File: src/rtl/seg7_pkg.sv
// Shared glyph constants for the 7-segment scan driver.
// Segment order inside a glyph is {a,b,c,d,e,f,g}; a is the MSB.
package seg7_pkg;

    // Index into the glyph set: one hex nibble.
    typedef logic [3:0] glyph_idx_t;

    localparam logic [6:0] SEG_0    = 7'b1111110;
    localparam logic [6:0] SEG_1    = 7'b0110000;
    localparam logic [6:0] SEG_2    = 7'b1101101;
    localparam logic [6:0] SEG_3    = 7'b1111001;
    localparam logic [6:0] SEG_4    = 7'b0110011;
    localparam logic [6:0] SEG_5    = 7'b1011011;
    localparam logic [6:0] SEG_6    = 7'b1011111;
    localparam logic [6:0] SEG_7    = 7'b1110000;
    localparam logic [6:0] SEG_8    = 7'b1111111;
    localparam logic [6:0] SEG_9    = 7'b1111011;
    localparam logic [6:0] SEG_A    = 7'b1110111;
    localparam logic [6:0] SEG_B    = 7'b0011111;
    localparam logic [6:0] SEG_C    = 7'b1001110;
    localparam logic [6:0] SEG_D    = 7'b0111101;
    localparam logic [6:0] SEG_E    = 7'b1001111;
    localparam logic [6:0] SEG_F    = 7'b1000111;
    localparam logic [6:0] SEG_DASH = 7'b0000001;
    localparam logic [6:0] SEG_OFF  = 7'b0000000;

endpackage

File: src/rtl/hex7seg_dec.sv
// Combinational nibble-to-glyph decoder. Values 10..15 render as letters in
// hex mode and as a dash in BCD mode. Output is active-high {a..g}.
module hex7seg_dec
    import seg7_pkg::*;
(
    input  logic [3:0] nibble,
    input  logic       hex_mode,
    output logic [6:0] seg
);

    // Map one nibble to its segment pattern.
    always_comb begin
        // NOTE: a default assigned first covers every path through the case,
        // so no latch is inferred for seg.
        seg = SEG_DASH;
        case (glyph_idx_t'(nibble))
            4'h0: seg = SEG_0;
            4'h1: seg = SEG_1;
            4'h2: seg = SEG_2;
            4'h3: seg = SEG_3;
            4'h4: seg = SEG_4;
            4'h5: seg = SEG_5;
            4'h6: seg = SEG_6;
            4'h7: seg = SEG_7;
            4'h8: seg = SEG_8;
            4'h9: seg = SEG_9;
            4'hA: seg = hex_mode ? SEG_A : SEG_DASH;
            4'hB: seg = hex_mode ? SEG_B : SEG_DASH;
            4'hC: seg = hex_mode ? SEG_C : SEG_DASH;
            4'hD: seg = hex_mode ? SEG_D : SEG_DASH;
            4'hE: seg = hex_mode ? SEG_E : SEG_DASH;
            4'hF: seg = hex_mode ? SEG_F : SEG_DASH;
            default: seg = SEG_DASH;
        endcase
    end

endmodule

File: src/rtl/seg7_scan_driver.sv
// Time-multiplexed driver for NDIGITS 7-segment digits on a shared segment bus.
// A pending register collects loads during a frame; it is copied to the display
// register when the digit index wraps, so a frame never mixes old and new values.
// Each slot opens with BLANK_CYC dark clocks to stop ghosting between digits.
module seg7_scan_driver
    import seg7_pkg::*;
#(
    parameter int NDIGITS    = 8,
    parameter int SCAN_DIV   = 1000,
    parameter int BLANK_CYC  = 1,
    parameter int ACTIVE_LOW = 1
) (
    input  logic                   clk,
    input  logic                   rst,
    input  logic                   load,
    input  logic [4*NDIGITS-1:0]   value,
    input  logic [NDIGITS-1:0]     dp_in,
    input  logic                   en,
    input  logic                   hex_mode,
    input  logic                   lzb_en,
    output logic [7:0]             seg_o,
    output logic [NDIGITS-1:0]     an_o,
    output logic                   frame_done
);

    localparam int DIV_W = $clog2(SCAN_DIV);
    localparam int IDX_W = (NDIGITS > 1) ? $clog2(NDIGITS) : 1;

    // Inactive output levels depend on the board polarity.
    localparam logic [NDIGITS-1:0] AN_OFF  = {NDIGITS{ACTIVE_LOW != 0}};
    localparam logic [7:0]         SEG_IDL = {8{ACTIVE_LOW != 0}};

    // Reject unsupported parameter sets at elaboration.
    if (NDIGITS < 1 || NDIGITS > 16) begin : g_bad_ndigits
        $fatal(1, "seg7_scan_driver: NDIGITS must be 1..16");
    end
    if (SCAN_DIV < 2) begin : g_bad_scan_div
        $fatal(1, "seg7_scan_driver: SCAN_DIV must be >= 2");
    end
    if (BLANK_CYC < 0 || BLANK_CYC >= SCAN_DIV) begin : g_bad_blank_cyc
        $fatal(1, "seg7_scan_driver: BLANK_CYC must be 0..SCAN_DIV-1");
    end

    logic [DIV_W-1:0]     div_cnt_q, div_cnt_d;
    logic [IDX_W-1:0]     idx_q, idx_d;
    logic [4*NDIGITS-1:0] pend_q, pend_d;
    logic [NDIGITS-1:0]   pend_dp_q, pend_dp_d;
    logic [4*NDIGITS-1:0] disp_q, disp_d;
    logic [NDIGITS-1:0]   disp_dp_q, disp_dp_d;
    logic                 frame_done_q, frame_done_d;
    logic [NDIGITS-1:0]   an_q, an_d;
    logic [7:0]           seg_q, seg_d;

    logic                 tick;
    logic                 wrap;
    glyph_idx_t           cur_nibble;
    logic                 cur_dp;
    logic                 cur_lz;
    logic [6:0]           cur_glyph;
    logic                 dark;

    assign tick = (div_cnt_q == DIV_W'(SCAN_DIV - 1));
    assign wrap = tick && (idx_q == IDX_W'(NDIGITS - 1));

    // Select the current digit's nibble, decimal point and leading-zero status.
    always_comb begin
        cur_nibble = '0;
        cur_dp     = 1'b0;
        cur_lz     = 1'b0;
        for (int i = 0; i < NDIGITS; i++) begin
            if (idx_q == IDX_W'(i)) begin
                cur_nibble = disp_q[4*i +: 4];
                cur_dp     = disp_dp_q[i];
                cur_lz     = (i > 0) && ((disp_q >> (4*i)) == '0) && !disp_dp_q[i];
            end
        end
    end

    hex7seg_dec u_dec (
        .nibble   (cur_nibble),
        .hex_mode (hex_mode),
        .seg      (cur_glyph)
    );

    // Next-state for divider, digit index, frame-aligned load path and outputs.
    always_comb begin
        div_cnt_d    = tick ? '0 : div_cnt_q + DIV_W'(1);
        idx_d        = idx_q;
        if (tick) begin
            idx_d = wrap ? '0 : idx_q + IDX_W'(1);
        end

        pend_d       = load ? value : pend_q;
        pend_dp_d    = load ? dp_in : pend_dp_q;

        // A load on the wrap edge bypasses pending so it shows immediately.
        disp_d       = disp_q;
        disp_dp_d    = disp_dp_q;
        if (wrap) begin
            disp_d    = load ? value : pend_q;
            disp_dp_d = load ? dp_in : pend_dp_q;
        end

        frame_done_d = wrap;

        dark  = !en || (div_cnt_q < DIV_W'(BLANK_CYC)) || (lzb_en && cur_lz);
        an_d  = dark ? '0 : (NDIGITS'(1) << idx_q);
        seg_d = dark ? '0 : {cur_glyph, cur_dp};
        if (ACTIVE_LOW != 0) begin
            an_d  = ~an_d;
            seg_d = ~seg_d;
        end
    end

    // State register; reset forces all state to zero and the pins dark.
    always_ff @(posedge clk or posedge rst) begin
        if (rst) begin
            // NOTE: sequential state uses non-blocking assignments so every flop
            // samples pre-edge values regardless of statement order.
            div_cnt_q    <= '0;
            idx_q        <= '0;
            pend_q       <= '0;
            pend_dp_q    <= '0;
            disp_q       <= '0;
            disp_dp_q    <= '0;
            frame_done_q <= 1'b0;
            an_q         <= AN_OFF;
            seg_q        <= SEG_IDL;
        end else begin
            div_cnt_q    <= div_cnt_d;
            idx_q        <= idx_d;
            pend_q       <= pend_d;
            pend_dp_q    <= pend_dp_d;
            disp_q       <= disp_d;
            disp_dp_q    <= disp_dp_d;
            frame_done_q <= frame_done_d;
            an_q         <= an_d;
            seg_q        <= seg_d;
        end
    end

    assign an_o       = an_q;
    assign seg_o      = seg_q;
    assign frame_done = frame_done_q;

endmodule
File: config.mk
export PLATFORM = sky130hd
export DESIGN_NAME = seg7_scan_driver
export DESIGN_NICKNAME = d
export VERILOG_FILES = /design/src/rtl/seg7_pkg.sv /design/src/rtl/hex7seg_dec.sv /design/src/rtl/seg7_scan_driver.sv
export SDC_FILE = /design/constraint.sdc
export NUM_CORES = 1
export LEC_CHECK = 0
export CORE_UTILIZATION = 57
export DETAILED_ROUTE_END_ITERATION = 10
export DONT_BUFFER_PORTS = 1
export PLACE_DENSITY = 0.83
export SLEW_MARGIN = 20
export SYNTH_ARGS = -nofsm -noshare
export SYNTH_HDL_FRONTEND = slang
export SYNTH_SLANG_ARGS = --single-unit
File: constraint.sdc
create_clock -name clk -period 3.46 [get_ports clk]
set_clock_uncertainty 0.15 [all_clocks]
set_input_delay 0.692 -clock clk [delete_from_list [all_inputs] [get_ports clk]]
set_output_delay 0.692 -clock clk [all_outputs]
set_load 0.03 [all_outputs]
==> results of run 1 <==
==> stage by stage <==
stage	hold slack, ns	setup slack [ns]	util [%]	power, mW
2_1_floorplan	0.3046	1.025	-	1.570
3_3_place_gp	0.3189	0.6154	61.02	1.600
3_5_place_dp	0.3313	0.4997	61.02	1.610
4_1_cts	0.2321	0.4793	63.11	2.295
5_1_grt	0.2732	0.2356	63.11	2.375
6_report	0.2135	0.4414	63.11	2.276
==> logic make-up after synthesis <==
| family | share of synthesized area, % |
|---|---|
| adder cells (fa/ha/maj) | 1.982 |
| multiplexers | 16.50 |
| AND/OR/NAND/NOR | 10.23 |
| AO/OA/AOI/OAI | 11.30 |
| buffers and inverters | 3.865 |
| XOR/XNOR | 1.214 |
| flip-flops | 54.91 |
==> final timing paths <==
check / cells after the start / endpoint
setup / recovery: 8 / seg_o[7]$_DFF_PP1_
setup reg to reg: 8 / seg_o[7]$_DFF_PP1_
hold reg to reg: 1 / div_cnt_q[0]$_DFF_PP0_
max in group asynchronous: 2 / seg_o[1]$_DFF_PP1_
min in group clk: 1 / pend_q[20]$_DFF_PP0_
hold / removal: 1 / pend_q[4]$_DFF_PP0_
==> worst register-to-register path, stage by stage (launching register included) <==
cell	delay, ns
dfrtp_1	0.43
inv_1	0.12
ha_1	0.66
nand2_1	0.27
o31ai_1	0.48
a21o_1	0.22
nor2_1	0.08
o21a_1	0.20
o41ai_2	0.30
==> routing by layer <==
metal / global-route usage, % / routed length [um]
met1: 31.19 / 4211
met5: 0 / 0
met3: 4.660 / 521
met2: 33.98 / 4312
met4: 11.44 / 205
==> power by group <==
group	switching, mW	total (mW)	internal, mW
logic	0.0871	0.168	0.0814
registers	0.0482	1.41	1.37
clock network	0.409	0.693	0.285
==> cells in the final DEF (no fill, tap or decap), types with 3 or more instances in the layout <==
master and count:
a21o_1 5, a21oi_1 14, a221oi_2 3, a31oi_1 4, buf_4 4, clkbuf_8 10, dfrtp_1 94, dfstp_2 16
ha_1 8, inv_1 18, mux2_1 27, mux2_2 47, nand2_1 29, nand2b_1 7, nand3_1 18, nand3b_1 3
nor2_1 22, nor2b_1 3, nor3_1 5, nor4_1 4, o21a_1 4, o21ai_0 15, o21ai_1 4, o22ai_1 4
o31ai_1 4, xnor2_1 3, xor2_1 4
==> final cells by class <==
cell class / instances / area share [%]
clock buffer: 12 / 2.744
clock inverter: 4 / 0.5676
inverter: 20 / 1.490
multi-input combinational: 270 / 39.36
sequential: 110 / 52.41
tap: 105 / 2.483
timing repair buffer: 5 / 0.9461
==> sequential cells by signal, indices dropped and copies added (netlist names) <==
register    flops
an_o            8
pend_dp_q       8
frame_done      1
seg_o           8
disp_q         32
disp_dp_q       8
div_cnt_q      10
idx_q           3
pend_q         32
==> key figures, run 1 <==
Setup path
  – Flop2flop setup slack: 0.44 ns
  – Required @ worst endpoint: 3.58 ns
  – CP top delay family: compound AO/OA/AOI/OAI gates
  – Crit end category: register
  – RR Startpoint: idx_q[0]$_DFFE_PP0P_
  – CP max FO: 20
  – CP startpoint: idx_q[0]$_DFFE_PP0P_
  – Crit path kind: reg2reg
  – Crit path largest cell delay: 0.66 ns
  – Startpoint types: register
  – CP bufs+invs: 1
  – Arrival time worst endpoint: 3.14 ns
  – CP max stage cell: ha_1
  – Crit-path cells: inv_1, ha_1, nand2_1, o31ai_1, a21o_1, nor2_1, o21a_1, o41ai_2

Die
  – Core ar.: 8382 um^2
  – Initial Util: 60.25%
  – Ports: 63
  – Site Rows: 33
  – Die Ht: 96.13 um
  – Die area: 9240 um^2
  – Die width: 96.13 um

Placement
  – Post-DP HPWL: 6.657 mm
  – Port buffer count: 0
  – GPL Wtd Cong: 0.8835
  – Post-DP Area: 5115 um^2
  – Post-Place Cells: 510

Synth
  – Post-synth EDFFs: 0
  – Count leader, synth: dfrtp_1
  – Post-synth ARST share: 100.0%
  – Largest cells by area after synthesis: dfrtp_1 (47%), mux2_2 (10%), dfstp_2 (8.3%), mux2_1 (6.0%), nand2_1 (2.2%)
  – Top cells by count, synth: dfrtp_1 (94), mux2_2 (47), nand2_1 (29), mux2_1 (27), nor2_1 (22)
  – Mean Syn Cell Area: 12.02 um^2
  – Yosys reg bits: 110
  – Register area share after synthesis: 54.91%
  – Ys Warns: 0
  – Area of the mapped netlist: 5050 um^2
  – Ys flop type: dfrtp_1
  – Post-Syn Nets: 474
  – Post-Syn Instances: 420
  – Top-area cell type share of the netlist area: 46.58%
  – Cell taking the most area after synthesis: dfrtp_1
  – Library cells used by synthesis: 58

Global route
  – First-pass GRT wire length: 15.45 mm
  – Grt total ovfl: 0
  – Initial antenna violation count: 0
  – GRT Util Overall: 22.64%
  – Largest net degree at the start of global routing: 52
  – Vias in the first global route: 3178

Flow run
  – Max Cap Viol: 0

Power and ir drop
  – P_leak: 2.277 nW
  – Pwr dens: 430.2 nW/um^2
  – Worst IR drop on VDD: 0.0002841 V

Finish
  – Antenna cells: 0
  – Final #Nets: 470
  – Storage element area: 2773 um^2
  – Finished layout cell area: 5290 um^2
  – Area of the multi-input gates: 2082 um^2
  – Layout Cells excl Fill: 526
  – Synthesis-to-finish area growth: 4.757%
  – FILL cells: 645
  – Layout cells sized above 1: 23.04%

Clock network
  – Sink Count: 110
  – Clock buffer depth: 2
  – Total CTS buffers: 9
  – Clk_lat worst skew: 0.37 ns
  – Post-CTS Resized: 0
  – H-tree levels: 3
  – Clock root buffer: clkbuf_8
  – CTS tree: built
  – Post-CTS Setup Bufs: 0
  – Clock transition at path regs: 0.10 ns
  – Hold_buf cts: 0

Worst hold path
  – HP Class: in2async

Timing
  – RSZ-0062 raised after global routing: no
  – FMAX: 331.3 MHz
  – Setup TNS: 0 ns
  – Final Hold Violating Endpoints: 0
  – Minimum clock period: 3.019 ns
  – Relative slew slack: 39.82%
  – Fin. max-slew vios: 0
  – Slew of the pin with the lowest slew margin: 0.9008 ns
  – Final Cycle Share: 87.24%
  – Setup violations, final: 0

Drt
  – DRC errors left: 0
  – Detail Route Antenna Nets: 0
  – Via count: 3173
  – Vias per Instance: 6.032
  – Drt pass-1 iters: 4
  – DR WL/cell: 17.59 um
  – Initial DRC count: 195
  – WL final: 9.250 mm

Status
  – Status: finished clean
Note: power is estimated with default switching activity, not from simulation.
==> inputs of run 2 (changes only) <==
--- a/config.mk
+++ b/config.mk
@@ -5,10 +5,10 @@
 export SDC_FILE = /design/constraint.sdc
 export NUM_CORES = 1
 export LEC_CHECK = 0
-export CORE_UTILIZATION = 57
+export CORE_UTILIZATION = 60
 export DETAILED_ROUTE_END_ITERATION = 10
 export DONT_BUFFER_PORTS = 1
-export PLACE_DENSITY = 0.83
+export PLACE_DENSITY = 0.84
 export SLEW_MARGIN = 20
 export SYNTH_ARGS = -nofsm -noshare
 export SYNTH_HDL_FRONTEND = slang
==> constraint.sdc (replaced) <==
create_clock -name clk -period 3.5 [get_ports clk]
set_clock_uncertainty 0.15 [all_clocks]
set_input_delay 0.7 -clock clk [delete_from_list [all_inputs] [get_ports clk]]
set_output_delay 0.7 -clock clk [all_outputs]
set_load 0.03 [all_outputs]
==> run 2 against run 1 <==
Net effect:
- power is essentially flat
- sequential share of layout area shrank 0.087 points
- largest cell class unchanged
- clock-buffer cell count shrank 1
- critical endpoint is now seg_o[2]$_DFF_PP1_
- sequential cell count is the same
==> key figures, run 2 (synthesized netlist as in run 1, its figures left out) <==
Finish
  – Layout cells sized above 1: 23.52% (+0.48 points)
  – Antenna cells: 0 (unchanged)
  – Final #Nets: 470 (unchanged)
  – Synthesis-to-finish area growth: 4.931%
  – Most common cell after layout, fill and taps aside: dfrtp_1
  – Largest registers: disp_q (32), pend_q (32), div_cnt_q (10)
  – Most frequent cells in the layout: dfrtp_1 (94), mux2_2 (47), nand2_1 (29)

Clock network
  – H-tree levels: 3 (unchanged)
  – Clock buffer depth: 2 (unchanged)
  – Hold_buf cts: 0 (unchanged)
  – Total CTS buffers: 9 (unchanged)
  – Clock transition at path regs: 0.10 ns (about the same)
  – Sink Count: 110 (unchanged)
  – Post-CTS Resized: 0 (unchanged)
  – Post-CTS Setup Bufs: 0 (unchanged)
  – CTS tree: built
  – Clk_lat worst skew: 0.36 ns (about the same)
  – Clock root buffer: clkbuf_8

Flow run
  – Max Cap Viol: 0 (unchanged)

Placement
  – Pre-CTS setup slack: 0.5366 ns (+0.03685 ns)
  – GPL Wtd Cong: 0.8307 (-6.0%)
  – Post-DP HPWL: 6.989 mm (+5.0%)
  – Port buffer count: 0 (unchanged)

Drt
  – Drt pass-1 iters: 5 (+1)
  – Vias per Instance: 6.194 (+2.7%)
  – Via count: 3258 (+2.7%)
  – DRC errors left: 0 (unchanged)
  – Initial DRC count: 165 (-15%)
  – WL final: 9.841 mm (+6.4%)
  – Detail Route Antenna Nets: 0 (unchanged)
  – DR WL/cell: 18.71 um (+6.4%)

Timing
  – RSZ-0062 raised after global routing: no
  – Setup TNS: 0 ns (unchanged)
  – Relative slew slack: 43.21% (+3.4 points)
  – Setup violations, final: 0 (unchanged)
  – Fin worst setup slack: 0.4575 ns (+0.01610 ns)
  – Final Hold Violating Endpoints: 0 (unchanged)
  – Slew of the pin with the lowest slew margin: 0.8500 ns (-0.05072 ns)
  – Final Cycle Share: 86.93% (-0.31 points)
  – Fin. max-slew vios: 0 (unchanged)
  – Hold slack: 0.2161 ns (+0.002656 ns)
  – Minimum clock period: 3.042 ns (+0.02390 ns)
  – FMAX: 328.7 MHz (-0.79%)

Worst hold path
  – HP Class: in2async

Global route
  – Vias in the first global route: 3338 (+5.0%)
  – Initial antenna violation count: 0 (unchanged)
  – Grt total ovfl: 0 (unchanged)
  – GRT Util Overall: 24.30% (+1.7 points)
  – First-pass GRT wire length: 16.41 mm (+6.2%)
  – Largest net degree at the start of global routing: 54 (+3.8%)

Setup path
  – Flop2flop setup slack: 0.46 ns (+0.02 ns)
  – Worst path depth: 8 (unchanged)
  – Worst Reg-to-Reg Cells: 8 (unchanged)
  – Most used cell, CP: o31ai_1
  – Required @ worst endpoint: 3.62 ns (+0.04 ns)
  – Crit end category: register
  – R2r endpoint: seg_o[2]$_DFF_PP1_
  – CP max FO: 20 (unchanged)
  – RR Startpoint: idx_q[0]$_DFFE_PP0P_
  – CP startpoint: idx_q[0]$_DFFE_PP0P_
  – Crit path largest cell delay: 0.70 ns (+0.04 ns)
  – CP bufs+invs: 1 (unchanged)
  – Arrival time worst endpoint: 3.16 ns (+0.02 ns)
  – Worst setup path end: seg_o[2]$_DFF_PP1_
  – Startpoint types: register
  – CP top delay family: compound AO/OA/AOI/OAI gates
  – Crit-path cells: inv_1, ha_1, nand2_1, o31ai_1, a21o_1, nor2_1, o21a_1, o31ai_1
  – CP max stage cell: ha_1
  – Crit path kind: reg2reg

Die
  – Die width: 93.74 um (-2.5%)
  – Core ar.: 8175 um^2 (-2.5%)
  – Ports: 63 (unchanged)
  – Site Rows: 33 (unchanged)
  – Die area: 8787 um^2 (-4.9%)
  – Initial Util: 61.77% (+1.5 points)
  – Die Ht: 93.74 um (-2.5%)

Power and ir drop
  – P_leak: 2.290 nW (+0.55%)
  – Worst IR drop on VDD: 0.0002515 V (-11%)
  – Pwr dens: 429.2 nW/um^2 (-0.24%)

Status
  – Status: finished clean
==> run 2: cell types whose count changed in the layout (fill, tap and decap cells not counted), sizes merged <==
cell,before,now
clkbuf,12,11
clkinv,2,4
clkinvlp,2,1
==> run 2: routing by layer <==
| metal | GRT usage, % | vias to the layer above | share of wire [%] |
|---|---|---|---|
| li1 | - | 1494 | - |
| met1 | 32.75 | 1639 | 44 |
| met2 | 39.17 | 105 | 49 |
| met3 | 5.744 | 20 | 5.0 |
| met4 | 7.436 | 0 | 1.8 |
| met5 | 0 | - | 0 |
==> run 2: area by class of cell <==
cell class / count / area [um^2]
tap: 105 / 131.4
sequential: 110 / 2773
fill: 625 / 2877
clock buffer: 11 / 151.4
inverter: 20 / 78.83
clock inverter: 5 / 32.53
timing repair buffer: 5 / 50.05
multi-input combinational: 270 / 2082
==> run 2: worst min path at each step <==
stage	startpoint	endpoint	slack, ns	depth (start not counted)
after floorplan	div_cnt_q[0]$_DFF_PP0_	div_cnt_q[0]$_DFF_PP0_	0.30	1
after global placement	div_cnt_q[0]$_DFF_PP0_	div_cnt_q[0]$_DFF_PP0_	0.32	1
after detailed placement	div_cnt_q[0]$_DFF_PP0_	div_cnt_q[0]$_DFF_PP0_	0.33	1
after CTS	rst	pend_dp_q[0]$_DFF_PP0_	0.23	1
after global routing	rst	pend_dp_q[0]$_DFF_PP0_	0.26	1
final	rst	pend_dp_q[0]$_DFF_PP0_	0.22	1
==> run 2: worst register-to-register path: stages (launching register included) <==
cell and delay, ns:
dfrtp_1 0.42, inv_1 0.11, ha_1 0.70, nand2_1 0.30
o31ai_1 0.49, a21o_1 0.21, nor2_1 0.08, o21a_1 0.21
o31ai_1 0.29
==> run 2: report_power, final <==
part           switching, mW  leakage (nW)  internal [mW]
clock network          0.409        0.0995          0.299
logic                 0.0873         0.882         0.0805
registers             0.0485          1.31           1.35
total                  0.545          2.29           1.73
==> run 2: metrics by stage <==
step                util [%]  total power, mW  instance area, um^2  std cells
finish                 64.81            2.274                 5299        526
CTS                    64.81            2.295                 5299        526
detailed placement     62.57            1.593                 5115        510
global placement       62.57            1.581                 5115        510
floorplan                  -            1.552                 5054        420
global route           64.81            2.367                 5299        526
==> patch, RTL diff (flow settings as in run 2) <==
Change the parameter `NDIGITS` from 8 to 16.
--- a/src/rtl/seg7_scan_driver.sv
+++ b/src/rtl/seg7_scan_driver.sv
@@ -6,5 +6,5 @@
     import seg7_pkg::*;
 #(
-    parameter int NDIGITS    = 8,
+    parameter int NDIGITS    = 16,
     parameter int SCAN_DIV   = 1000,
     parameter int BLANK_CYC  = 1,
Interface: changed (resized an_o, dp_in and value); port bits go from 63 to 111. The function was not compared with the original's and may differ.
==> patch against run 2 <==
  * The flow now finishes with violations (design-rule violations)
  * Worst setup slack worse by 0.22 ns
  * Sequential cell count rose by 89
  * Sequential share of layout area is 1.4 points lower
  * Routed wire length rose by 120%
  * Cell area rose by 86%
  * Power grew 100%
  * Critical path depth increased by 1
  * Core utilization is 2.3 points higher
  * Synthesized area grew 79%
  * Largest cell class unchanged
  * Highest routed layer unchanged
==> patch: results (changes against run 2) <==
\begin{tabular}{lr}
\hline
Metric & Value \\
\hline
\multicolumn{2}{l}{\textbf{Placement}} \\
Placement Setup Slack & 0.228 ns (-0.308 ns) \\
Hpwl dp & 14.9 mm (+110\%) \\
Final weighted congestion in routability-driven placement & 0.899 (+8.2\%) \\
\multicolumn{2}{l}{\textbf{Pwr}} \\
Sequential cell fraction of total power & 52.5\% (-9.0 points) \\
Sw Share & 22.8\% (-1.1 points) \\
Worst ir drop on vdd & 325 uV (+29\%) \\
P\_clk & 0.00200 W (+180\%) \\
\multicolumn{2}{l}{\textbf{STA}} \\
Slew @ Worst Pin & 0.683 ns (-0.167 ns) \\
Worst hold margin & 0.101 ns (-0.115 ns) \\
\multicolumn{2}{l}{\textbf{Final layout}} \\
Total Nets Final & 836 (+78\%) \\
Largest registers & disp\_q (64), pend\_q (64) \\
Share of final-layout standard cells stronger than drive strength 1 & 32.2\% (+8.7 points) \\
\multicolumn{2}{l}{\textbf{Setup path}} \\
Cell class contributing the biggest share of worst-path delay & simple AND/OR/NAND/NOR gates \\
Depth of the most critical reg-to-reg path & 9 (+1) \\
Critical R2R Launch & idx\_q[1]\$\_DFFE\_PP0P\_ \\
Register-to-register setup slack & 0.24 ns (-0.22 ns) \\
Largest fanout on the critical path & 13 (-35\%) \\
\multicolumn{2}{l}{\textbf{Synthesis}} \\
Post-synth net total & 847 (+79\%) \\
Netlist cell types & 62 (+6.9\%) \\
Synth top cells by count & sky130\_fd\_sc\_hd\_\_dfrtp\_1 (175), sky130\_fd\_sc\_hd\_\_mux2\_2 (150), sky130\_fd\_sc\_hd\_\_nand2\_1 (50) \\
Leading cell types by total area after synthesis & sky130\_fd\_sc\_hd\_\_dfrtp\_1 (48\%), sky130\_fd\_sc\_hd\_\_mux2\_2 (19\%), sky130\_fd\_sc\_hd\_\_dfstp\_2 (7.0\%) \\
\multicolumn{2}{l}{\textbf{Drt}} \\
Total Wirelength & 21.2 mm (+120\%) \\
DRC errors left & 10 (+10) \\
Violation count after the first detailed-route iteration & 575 (+250\%) \\
WL/cell & 22.5 um (+20\%) \\
\multicolumn{2}{l}{\textbf{GRT}} \\
Total global-route track usage & 28.9\% (+4.6 points) \\
Largest net degree at the start of global routing & 200 (+270\%) \\
\multicolumn{2}{l}{\textbf{Outcome}} \\
Result of the run & finished with violations \\
Violations in the final reports & design-rule violations \\
\multicolumn{2}{l}{\textbf{Clocking}} \\
Clock Tree Root & sky130\_fd\_sc\_hd\_\_clkbuf\_16 \\
Number of H-tree levels & 4 (+1) \\
Clock-pin slew on the worst setup and hold paths & 0.07 ns (-0.03 ns) \\
\hline
\end{tabular}
[patch: kinds of logic (layout without fill, tap and decap cells)]
group,after synthesis,in the layout,synth area share [%]
muxes,151,151,18.8
and+or+nand+nor,183,183,10.4
xor gates and xnor gates,9,9,0.872
DFF,199,199,55.4
adders and majority gates,8,8,1.11
AOI/OAI and AO/OA,134,134,9.80
buffers and inverters,69,71,3.67
[patch: layer usage]
metal	up-vias	GRT usage [%]	share of wire, %
li1	2691	-	-
met2	247	45.6	48
met4	0	10.5	1.8
met5	-	0	0
met3	29	5.11	5.8
met1	3034	40.2	44
[patch: area by class of cell]
type,instances,area [um2]
sequential,199,5010
fill,1034,4810
multi-input combinational,485,3720
clock buffer,17,425
tap,184,230
timing repair buffer,19,188
clock inverter,15,184
inverter,20,78.8
[patch: repair_timing]
item                                    4_1_cts  5_1_grt
hold buffers                                  0        0
resized for setup                             0        3
endpoints found under the setup margin        0        3
endpoints found under the hold margin         0        0
setup buffers                                 0        0
